File: config.mk
export PLATFORM = sky130hd
export DESIGN_NAME = lsu_subword_rmw
export DESIGN_NICKNAME = d
export VERILOG_FILES = /design/src/rtl/lsu_subword_rmw.sv
export SDC_FILE = /design/constraint.sdc
export NUM_CORES = 1
export LEC_CHECK = 0
export BUFFER_PORTS_ARGS = -buffer_cell sky130_fd_sc_hd__clkbuf_2
export CORE_ASPECT_RATIO = 1.25
export CORE_UTILIZATION = 45
export DETAILED_ROUTE_END_ITERATION = 8
export PLACE_DENSITY = 0.77
export REMOVE_ABC_BUFFERS = 1
export SYNTH_ARGS = -nofsm -noshare
export SYNTH_HDL_FRONTEND = slang
export SYNTH_SLANG_ARGS = --single-unit
File: constraint.sdc
create_clock -name clk -period 1.5 [get_ports clk]
set_input_delay 0.15 -clock clk [delete_from_list [all_inputs] [get_ports clk]]
set_output_delay 0.15 -clock clk [all_outputs]
set_load 0.02 [all_outputs]
File: src/rtl/lsu_subword_rmw.sv
// Load/store unit between execute and a word-only data memory.
// Sub-word stores are performed as a read-modify-write of the containing word.
module lsu_subword_rmw #(
  parameter int ADDR_W = 32
) (
  input  logic              clk,
  input  logic              rst_n,
  input  logic              req_valid,
  output logic              req_ready,
  input  logic              req_we,
  input  logic [2:0]        req_funct3,
  input  logic [ADDR_W-1:0] req_addr,
  input  logic [31:0]       req_wdata,
  output logic              resp_valid,
  output logic [31:0]       resp_rdata,
  output logic              resp_err,
  output logic [ADDR_W-1:0] mem_addr,
  output logic [31:0]       mem_wdata,
  output logic              mem_we,
  input  logic [31:0]       mem_rdata
);

  // state  | meaning
  // IDLE   | ready for a request
  // ACCESS | read the aligned word, capture it
  // WRITE  | write the merged word (stores only)
  // RESP   | one-cycle good response
  // ERR    | one-cycle error response
  typedef enum logic [2:0] {
    S_IDLE,
    S_ACCESS,
    S_WRITE,
    S_RESP,
    S_ERR
  } state_t;

  state_t            r_state;
  state_t            w_state_nxt;
  logic              r_we;
  logic [2:0]        r_funct3;
  logic [ADDR_W-1:0] r_addr;
  logic [31:0]       r_wdata;
  logic [31:0]       r_word;

  logic              w_bad_f3;
  logic              w_misalign;
  logic [4:0]        w_shift_b;
  logic [4:0]        w_shift_h;
  logic [31:0]       w_word_b;
  logic [31:0]       w_word_h;
  logic [31:0]       w_load;
  logic [31:0]       w_mask;
  logic [31:0]       w_ins;
  logic [31:0]       w_merged;

  always_comb begin
    w_bad_f3   = 1'b0;
    w_misalign = 1'b0;
    if (req_we) begin
      w_bad_f3 = req_funct3[2] | (req_funct3[1:0] == 2'b11);
    end else begin
      w_bad_f3 = (req_funct3 == 3'b011) | (req_funct3 == 3'b110) | (req_funct3 == 3'b111);
    end
    case (req_funct3[1:0])
      2'b01:   w_misalign = req_addr[0];
      2'b10:   w_misalign = |req_addr[1:0];
      default: w_misalign = 1'b0;
    endcase
  end

  always_comb begin
    w_state_nxt = r_state;
    req_ready   = 1'b0;
    case (r_state)
      S_IDLE: begin
        req_ready = 1'b1;
        if (req_valid) begin
          w_state_nxt = (w_bad_f3 | w_misalign) ? S_ERR : S_ACCESS;
        end
      end
      S_ACCESS: w_state_nxt = r_we ? S_WRITE : S_RESP;
      S_WRITE:  w_state_nxt = S_RESP;
      S_RESP:   w_state_nxt = S_IDLE;
      S_ERR:    w_state_nxt = S_IDLE;
      default:  w_state_nxt = S_IDLE;
    endcase
  end

  always_ff @(posedge clk) begin
    if (!rst_n) begin
      r_state  <= S_IDLE;
      r_we     <= 1'b0;
      r_funct3 <= 3'b000;
      r_addr   <= '0;
      r_wdata  <= 32'h0;
      r_word   <= 32'h0;
    end else begin
      r_state <= w_state_nxt;
      if (r_state == S_IDLE && req_valid) begin
        r_we     <= req_we;
        r_funct3 <= req_funct3;
        r_addr   <= req_addr;
        r_wdata  <= req_wdata;
      end
      if (r_state == S_ACCESS) begin
        r_word <= mem_rdata;
      end
    end
  end

  assign w_shift_b = {r_addr[1:0], 3'b000};
  assign w_shift_h = {r_addr[1], 4'b0000};
  assign w_word_b  = r_word >> w_shift_b;
  assign w_word_h  = r_word >> w_shift_h;

  always_comb begin
    w_load = 32'h0;
    case (r_funct3)
      3'b000:  w_load = {{24{w_word_b[7]}}, w_word_b[7:0]};
      3'b001:  w_load = {{16{w_word_h[15]}}, w_word_h[15:0]};
      3'b010:  w_load = r_word;
      3'b100:  w_load = {24'h0, w_word_b[7:0]};
      3'b101:  w_load = {16'h0, w_word_h[15:0]};
      default: w_load = 32'h0;
    endcase
  end

  // Lanes outside the mask keep the word captured during ACCESS.
  always_comb begin
    w_mask = 32'hFFFF_FFFF;
    w_ins  = r_wdata;
    case (r_funct3[1:0])
      2'b00: begin
        w_mask = 32'h0000_00FF << w_shift_b;
        w_ins  = {24'h0, r_wdata[7:0]} << w_shift_b;
      end
      2'b01: begin
        w_mask = 32'h0000_FFFF << w_shift_h;
        w_ins  = {16'h0, r_wdata[15:0]} << w_shift_h;
      end
      default: begin
        w_mask = 32'hFFFF_FFFF;
        w_ins  = r_wdata;
      end
    endcase
  end

  assign w_merged = (r_word & ~w_mask) | (w_ins & w_mask);

  assign resp_valid = (r_state == S_RESP) | (r_state == S_ERR);
  assign resp_err   = (r_state == S_ERR);
  assign resp_rdata = (r_state == S_RESP && !r_we) ? w_load : 32'h0;
  assign mem_addr   = {r_addr[ADDR_W-1:2], 2'b00};
  assign mem_wdata  = (r_state == S_WRITE) ? w_merged : 32'h0;
  assign mem_we     = (r_state == S_WRITE) & rst_n;

endmodule

==> results_dict.tcl <==
set metrics [dict create \
    synth_flop_cell "dfxtp_1" \
    die_w_um 101.5 \
    switching_share 0.4256 \
    dpl.cell_count 1121 \
    cp-start-kind "flip-flop" \
    clock-root-buffer "clkbuf_16" \
    synthAdderAreaFrac 0.006742 \
    cts_hold_buf 0 \
    synth-xor-area-share 0.001573 \
    drive_gt1_frac 0.5113 \
    synth_top_family_by_area "compound AO/OA/AOI/OAI gates" \
    cp.arrival_ps 2100 \
    fmaxAchievable_mhz 444.2 \
    cts_tree "built" \
    seq_power_share 0.301 \
    p_leak_nw 3.717 \
    failed_checks "setup timing" \
    postSynthCellCount 765 \
    total_power_mw 12.61 \
    cp_common_cell "buf_8" \
    max_slew_margin 0.6292 \
    routabilityCongestion 0.8632 \
    synth_enable_flop_cells 0 \
    cts_sinks 103 \
    hold_path.class "in2reg" \
    via_count 7528 \
    fin_nets 1118 \
    p_per_area_nw_per_um2 1346 \
    synth_simple_gate_area_frac 0.2321 \
    area_growth_pct 68.18 \
    synth.distinct_cells 43 \
    drc 0 \
    power.switching_mw 5.365 \
    dr.pass1.iters 7 \
    period_share 1.501 \
    combPwrFrac 0.515 \
    final_cells 1181 \
    overflow 0 \
    critPathMaxFanout 7 \
    hold_violations 0 \
    status "finished, violations left" \
    wl_per_cell_um 22.88 \
    clk_pin_slew_worst_paths_ps 70 \
    diodes 0 \
    ant_nets 0 \
    ios 203 \
    grt_max_degree 60 \
    critPathBufInv 3 \
    yosys.area.top_type "dfxtp_1" \
    dp_hpwl_mm 12.67 \
    initial_core_util 0.4599 \
    syn_avg_cell_area_um2 7.278 \
    grt_pass1_vias 6697 \
    numCtsBuffers 9 \
    postLayoutSetupSlackWorst_ps -751.4 \
    io_buffers 200 \
    wl_mm 27.02 \
    clock_latency_ps 370 \
    rsz0062_at_grt "true" \
    tns_ps -37850 \
    netlist_top_cells_count "nand2_1 (239), a21oi_1 (148), dfxtp_1 (103)" \
    cap_violations 0 \
    num_rows 45 \
    slowest_delay_ps 370 \
    worst_slew_pin_slew_ps 556.2 \
    synth-seq-cells 103 \
    ctsLongestPathBuffers 2 \
    core_um2 12110 \
    async_flop_share 0 \
    skew_ps 8.218 \
    synth_area_leaders "dfxtp_1 (37%), nand2_1 (16%), a21oi_1 (13%), buf_4 (4.9%), a22oi_1 (3.4%)" \
    fp.dieH_um 126.4 \
    synth_most_common_cell "nand2_1" \
    antenna_found_initial 0 \
    finalSetupViolations 151 \
    viasPerCell 6.374 \
    syn-cell-area_um2 5568 \
    yosys_warnings 0 \
    worstSetupPathType "reg2out" \
    intPower_mw 7.241 \
    crit_slowest_cell "dfxtp_4" \
    drtIter0Drc 1051 \
    synth_mux_area_frac 0.03056 \
    crit_chain "buf_8 > buf_4 > nand2b_2 > nor2_1 > a21oi_1 > a21oi_4 > buf_8" \
    synth_compound_area_frac 0.2528 \
    finalCriticalPeriod_ps 2251 \
    synth_seq_area_share 0.3703 \
    cp_top_family "simple AND/OR/NAND/NOR gates" \
    cts_htree_levels 3 \
    synth_top_area_share 0.3703 \
    dieArea_um2 12820 \
    cp.required_ps 1350 \
    p_clk_frac 0.184 \
    end_kind "output port" \
    ir_drop_mv 0.8321 \
    maxSlewViolCount 0 \
    grt_pass1_wl_mm 34.26 \
    grt_use_total 0.3449 \
]
-- worst reg2reg max path, cell delays in order, from the launching register on --
cell	delay [ps]
dfxtp_2	330
buf_6	120
buf_6	130
nor3_4	210
buf_6	150
nand2_8	90
clkbuf_16	230
nand2_1	130
a21oi_1	90
-- path summary, 6_finish.rpt --
path | start | end | slack, ps | depth (start not counted)
max | r_funct3[1] | resp_rdata[8] | -750 | 7
min | req_wdata[0] | r_wdata[0] | 3 | 3
max reg2reg | r_state[0] | r_wdata[27] | -100 | 8
min reg2reg | r_addr[12] | r_addr[12] | 460 | 2
-- what timing repair did --
action                     4_1_cts  5_1_grt
setup buffers                   18       15
setup endpoints to repair       66       83
cloned                           7        9
pin swaps                       47       55
gates resized for setup        222      186
-- cell usage in the layout, fill, tap and decap left out, drive strengths merged, types with 3 or more instances in the layout --
master,n
a21oi,150
a222oi,8
a22o,8
a22oi,25
a311o,7
a31oi,8
and2,3
and3b,7
buf,169
clkbuf,175
clkinv,3
dfxtp,103
ha,3
inv,4
mux2i,17
nand2,240
nand2b,3
nor2,32
nor3,5
nor3b,11
o21ai,4
o221ai,7
o22ai,8
-- power by group through the flow --
stage	clock network [mW]	logic (mW)	registers, mW
2_1_floorplan	0	1.84	3.90
3_3_place_gp	0	3.93	3.66
3_5_place_dp	0	3.98	3.67
4_1_cts	2.29	4.91	3.67
5_1_grt	2.46	6.74	3.82
6_report	2.32	6.49	3.80
-- stage by stage --
| stage | worst slack, ps | cell area [um2] | utilization | hold WS, ps |
|---|---|---|---|---|
| 6_report | -751.4 | 9364 | 0.7735 | 3.254 |
| 5_1_grt | -904.5 | 9364 | 0.7735 | 0.2374 |
| 4_1_cts | -547.4 | 8522 | 0.7040 | 4.986 |
| 2_1_floorplan | -1026 | 4997 | - | 286.0 |
| 3_5_place_dp | -257.9 | 7004 | 0.5786 | 378.5 |
| 3_3_place_gp | -257.6 | 7004 | 0.5786 | 372.6 |
-- final cells by class --
| type | count | area (um2) |
|---|---|---|
| fill | 728 | 2741 |
| tap | 164 | 205.2 |
| clock inverter | 6 | 42.54 |
| multi-input combinational | 561 | 3846 |
| inverter | 3 | 12.51 |
| sequential | 103 | 2077 |
| clock buffer | 10 | 239.0 |
| timing repair buffer | 334 | 2942 |
-- layer usage --
metal / vias to the layer above / routed length, um / track usage
met1: 3484 / 9112 / 0.3865
met4: 0 / 1969 / 0.2268
met5: - / 0 / 0
li1: 3096 / - / -
met2: 726 / 12620 / 0.5538
met3: 222 / 3322 / 0.1146
-- cell families (layout without fill, tap and decap cells) --
logic type	count (synthesis)	in the layout
simple gates	307	307
compound gates	231	231
flops	103	103
buf+inv	102	353
mux	17	17
fa+ha+maj	3	3
other cells	1	2
xor+xnor	1	1
-- state kept, by name, indices dropped and copies added (netlist names) --
| signal | count |
|---|---|
| r_addr | 32 |
| r_funct3 | 3 |
| r_state | 3 |
| r_wdata | 32 |
| r_we | 1 |
| r_word | 32 |
No activity file was read; power rests on OpenSTA's default activity.
